[src/rtl/exp4_unidade_controle.sv]
// Control unit for the memory game: a Moore FSM that sequences the datapath one move at a time.
// Optional move timeout is built only when the TIMEOUT_EN macro is defined.
module exp4_unidade_controle #(
   parameter int unsigned TIMEOUT_CYCLES = 5000
) (
   input  logic       clock,
   input  logic       reset,
   input  logic       iniciar,
   input  logic       jogada,
   input  logic       igual,
   input  logic       fimC,
   output logic       zeraC,
   output logic       contaC,
   output logic       zeraR,
   output logic       registraR,
   output logic       pronto,
   output logic       acertou,
   output logic       errou,
   output logic       timeout,
   output logic [3:0] db_estado
);

   typedef enum logic [3:0] {
      INICIAL       = 4'h0,
      PREPARACAO    = 4'h1,
      ESPERA_JOGADA = 4'h2,
      REGISTRA      = 4'h4,
      COMPARACAO    = 4'h5,
      PROXIMO       = 4'h6,
      FIM_ACERTOU   = 4'hA,
      FIM_TIMEOUT   = 4'hD,
      FIM_ERROU     = 4'hE
   } state_t;

   state_t state;
   state_t next_state;
   logic   expirou_c;
   logic   n_zera;
   logic   n_conta;
   logic   n_registra;
   logic   n_pronto;
   logic   n_acertou;
   logic   n_errou;

`ifdef TIMEOUT_EN
   localparam logic [15:0] ULTIMO = 16'(TIMEOUT_CYCLES - 1);

   logic [15:0] contagem;
   logic        n_timeout;

   // Idle-cycle counter: runs only while waiting for a move, saturates instead of wrapping.
   always_ff @(posedge clock) begin
      if (!reset) begin
         contagem <= '0;
      end else if (state != ESPERA_JOGADA) begin
         contagem <= '0;
      end else if (contagem != 16'hFFFF) begin
         contagem <= contagem + 16'd1;
      end
   end

   assign expirou_c = (contagem == ULTIMO);
   assign n_timeout = (next_state == FIM_TIMEOUT);

   always_ff @(posedge clock) begin
      if (!reset) begin
         timeout <= 1'b0;
      end else begin
         timeout <= n_timeout;
      end
   end
`else
   assign expirou_c = 1'b0;
   assign timeout   = 1'b0;
`endif

   // State register.
   always_ff @(posedge clock) begin
      if (!reset) begin
         state <= INICIAL;
      end else begin
         state <= next_state;
      end
   end

   // Next-state logic; a move always takes priority over the timeout.
   always_comb begin
      next_state = state;
      case (state)
         INICIAL:       if (iniciar) next_state = PREPARACAO;
         PREPARACAO:    next_state = ESPERA_JOGADA;
         ESPERA_JOGADA: begin
            if (jogada) begin
               next_state = REGISTRA;
            end else if (expirou_c) begin
               next_state = FIM_TIMEOUT;
            end
         end
         REGISTRA:      next_state = COMPARACAO;
         COMPARACAO: begin
            if (!igual) begin
               next_state = FIM_ERROU;
            end else if (fimC) begin
               next_state = FIM_ACERTOU;
            end else begin
               next_state = PROXIMO;
            end
         end
         PROXIMO:       next_state = ESPERA_JOGADA;
         FIM_ACERTOU,
         FIM_ERROU,
         FIM_TIMEOUT:   if (iniciar) next_state = PREPARACAO;
         default:       next_state = INICIAL;
      endcase
   end

   // Moore outputs decoded from the next state so they are registered yet aligned with state.
   always_comb begin
      n_zera     = 1'b0;
      n_conta    = 1'b0;
      n_registra = 1'b0;
      n_pronto   = 1'b0;
      n_acertou  = 1'b0;
      n_errou    = 1'b0;
      case (next_state)
         PREPARACAO:  n_zera     = 1'b1;
         REGISTRA:    n_registra = 1'b1;
         PROXIMO:     n_conta    = 1'b1;
         FIM_ACERTOU: begin
            n_pronto  = 1'b1;
            n_acertou = 1'b1;
         end
         FIM_ERROU: begin
            n_pronto = 1'b1;
            n_errou  = 1'b1;
         end
         FIM_TIMEOUT: n_pronto   = 1'b1;
         default:     n_pronto   = 1'b0;
      endcase
   end

   always_ff @(posedge clock) begin
      if (!reset) begin
         zeraC     <= 1'b0;
         zeraR     <= 1'b0;
         contaC    <= 1'b0;
         registraR <= 1'b0;
         pronto    <= 1'b0;
         acertou   <= 1'b0;
         errou     <= 1'b0;
      end else begin
         zeraC     <= n_zera;
         zeraR     <= n_zera;
         contaC    <= n_conta;
         registraR <= n_registra;
         pronto    <= n_pronto;
         acertou   <= n_acertou;
         errou     <= n_errou;
      end
   end

   assign db_estado = state;

endmodule

[config.mk]
export PLATFORM = sky130hd
export DESIGN_NAME = exp4_unidade_controle
export DESIGN_NICKNAME = d
export VERILOG_FILES = /design/src/rtl/exp4_unidade_controle.sv
export SDC_FILE = /design/constraint.sdc
export NUM_CORES = 1
export LEC_CHECK = 0
export ABC_AREA = 1
export BUFFER_PORTS_ARGS = -buffer_cell sky130_fd_sc_hd__buf_2
export CELL_PAD_IN_SITES_DETAIL_PLACEMENT = 1
export CELL_PAD_IN_SITES_GLOBAL_PLACEMENT = 1
export CORE_MARGIN = 2
export CORE_UTILIZATION = 29
export CTS_CLUSTER_SIZE = 16
export DETAILED_ROUTE_END_ITERATION = 16
export GPL_TIMING_DRIVEN = 0
export PLACE_DENSITY = 0.69
export SETUP_SLACK_MARGIN = 0.5
export SYNTH_ARGS = -nofsm -noshare
export SYNTH_HDL_FRONTEND = slang
export SYNTH_SLANG_ARGS = --single-unit
[constraint.sdc]
create_clock -name clock -period 1.13 [get_ports clock]
set_input_delay 0.113 -clock clock [delete_from_list [all_inputs] [get_ports clock]]
set_output_delay 0.113 -clock clock [all_outputs]
set_load 0.05 [all_outputs]
==> flow_metrics.env <==
export IMPL_crit_type="reg -> reg"
export IMPL_die_h_um=45.9
export IMPL_timing_setup_tns_ps=-208
export IMPL_r2r_start="db_estado[3]$_SDFF_PN0_"
export IMPL_max_cap_violations=0
export IMPL_p_leak_nw=0.390
export IMPL_core_mm2=0.00169
export IMPL_synth_top_area_cell="dfxtp_1"
export IMPL_rsz0062_at_grt="true"
export IMPL_synthFlopType="dfxtp_1"
export IMPL_cts_root_buf="clkbuf_4"
export IMPL_synth_top_area_frac=0.393
export IMPL_diodes=0
export IMPL_fin_crit_sh=1.05
export IMPL_placed_cells=101
export IMPL_clock_path_buffers=2
export IMPL_cp_start_kind="flop"
export IMPL_cp_arrival_ps=1340
export IMPL_syn2layout_area_growth_pct=66.6
export IMPL_synth_edff_count=0
export IMPL_die_w_um=45.9
export IMPL_skew_ps=1.97
export IMPL_grt_overflow=0
export IMPL_syn_instance_count=68
export IMPL_antenna_found_initial=0
export IMPL_firstDrtPassIters=4
export IMPL_grt_max_degree=7
export IMPL_avgRoutedWirePerCell_um=11.3
export IMPL_hp_class="in -> reg"
export IMPL_initial_core_util=0.301
export IMPL_synthArstFlopShare=0
export IMPL_ctsHoldBuffers=0
export IMPL_clk_pin_slew_ps=70
export IMPL_io_pins=18
export IMPL_status="finished, violations left"
export IMPL_final_cells=108
export IMPL_violations="setup timing"
export IMPL_fin_ws_ps=-57.9
export IMPL_avgSynthCellArea_um2=7.49
export IMPL_synth_area_um2=509
export IMPL_ys_ff_latch=10
export IMPL_seq_power_share=0.287
export IMPL_avgViaCountPerCell=4.55
export IMPL_synth_commonest_cells="nand2_1 (11), nor2_1 (11), dfxtp_1 (10), inv_1 (9), nor2_2 (5)"
export IMPL_max_freq_mhz=842
export IMPL_synth_area_leaders="dfxtp_1 (39%), nand2_1 (8.1%), nor2_1 (8.1%)"
export IMPL_cp_required_ps=1280
export IMPL_hold_viol=0
export IMPL_ys_seq_area_frac=0.393
export IMPL_cts_tree="done"
export IMPL_synth_compound_area_frac=0.0811
export IMPL_vias=491
export IMPL_muxShareOfSynthArea=0
export IMPL_synthAdderAreaFrac=0
export IMPL_p_sw_mw=0.837
export IMPL_track_usage=0.143
export IMPL_cp_end_kind="flop"
export IMPL_ir_drop_v=0.00103
export IMPL_num_rows=15
export IMPL_nets=98
export IMPL_drv_slew=0
export IMPL_switching_share=0.445
export IMPL_clock_latency_ps=260
export IMPL_drt_wl_total_um=1220
export IMPL_drive_gt1_frac=0.648
export IMPL_hold_start="reset"
export IMPL_fin_util=0.502
export IMPL_ys_types=18
export IMPL_total_power_mw=1.88
export IMPL_power_density_mw_per_mm2=2220
export IMPL_finalSetupViolCount=5
export IMPL_critPathLaunch="db_estado[3]$_SDFF_PN0_"
export IMPL_ant_nets=0
export IMPL_h_tree_depth=1
export IMPL_gp_congestion=0.782
export IMPL_synth_top_family_by_area="simple AND/OR/NAND/NOR gates"
export IMPL_clockPowerShare=0.170
export IMPL_clock_sinks=10
export IMPL_synth_fp_nets=74
export IMPL_cts_buffers=3
export IMPL_crit_fanout=6
export IMPL_p_int_mw=1.04
export IMPL_drtIter0Drc=9
export IMPL_grt_pass1_wl_um=2130
export IMPL_die_area_mm2=0.00211
export IMPL_io_buffers=16
export IMPL_synth_simple_gate_area_share=0.415
export IMPL_drc_errors=0
export IMPL_pwr_share_comb=0.543
export IMPL_first_global_vias=511
export IMPL_synth_xor_area_frac=0
export IMPL_finalCriticalPeriod_ps=1190
export IMPL_hpwl_um=926
export IMPL_yosys_warnings=0
-- metrics by stage --
step / cell area, um^2 / setup WS, ps / hold slack [ps]
2_1_floorplan: 566 / -9.08 / 229
3_3_place_gp: 667 / -18.6 / 381
3_5_place_dp: 667 / -42.6 / 385
4_1_cts: 813 / -51.4 / 104
5_1_grt: 848 / -141 / 120
6_report: 848 / -57.9 / 109
-- routing by layer --
| layer | wire (um) | global-route usage | vias to the layer above |
|---|---|---|---|
| li1 | - | - | 253 |
| met1 | 534 | 0.172 | 225 |
| met2 | 629 | 0.225 | 11 |
| met3 | 44 | 0.0357 | 2 |
| met4 | 12 | 0.0857 | 0 |
| met5 | 0 | 0 | - |
-- power by group through the flow --
stage | Combinational [mW] | Sequential (mW) | Clock [mW]
final | 1.02 | 0.539 | 0.320
after global routing | 1.10 | 0.555 | 0.353
after detailed placement | 0.834 | 0.530 | 0
after global placement | 0.825 | 0.525 | 0
after CTS | 1.00 | 0.540 | 0.336
after floorplan | 0.482 | 0.724 | 0
-- logic make-up (layout without fill, tap and decap cells) --
family	after synthesis	in the layout
buffers and inverters	12	35
other	1	1
and+or+nand+nor	39	39
AOI/OAI and AO/OA	6	6
DFF	10	10
-- state kept, by name, summed over array words and instances, names as in the netlist --
name,flops
registraR,1
acertou,1
errou,1
db_estado,4
zeraR,1
pronto,1
contaC,1
-- critical path, stage by stage, from the launching register on --
cell,delay (ps)
dfxtp_4,390
nand2_2,70
inv_2,40
nand2_2,80
nand3_4,100
a21oi_4,240
buf_6,130
nor2_1,30
-- repair_timing --
item	CTS	global route
buffers inserted	1	2
setup endpoints to repair	21	21
resized for setup	31	7
pin swaps	6	7
-- cell usage in the layout (no fill, tap or decap), drive strengths merged --
cell type,count
a21oi,4
buf,21
clkbuf,4
conb,1
dfxtp,10
inv,10
nand2,15
nand3,5
nand3b,1
nor2,16
nor3,1
nor3b,1
o21ai,2
-- final cells by class --
cell class / instances / area [um^2]
tap: 17 / 21.3
fill: 215 / 841
buffer: 2 / 22.5
multi-input combinational: 46 / 305
clock buffer: 4 / 36.3
sequential: 10 / 224
inverter: 10 / 40.0
timing repair buffer: 19 / 199
-- worst paths after layout --
check / endpoint / slack [ps] / cells past startpoint
worst max-delay path: pronto$_SDFF_PN0_ / -60 / 7
worst min-delay path: db_estado[1]$_SDFF_PN0_ / 110 / 3
worst min register to register: db_estado[0]$_SDFF_PN0_ / 610 / 3
worst max register to register: pronto$_SDFF_PN0_ / -60 / 7
Note: power is estimated with default switching activity, not from simulation.
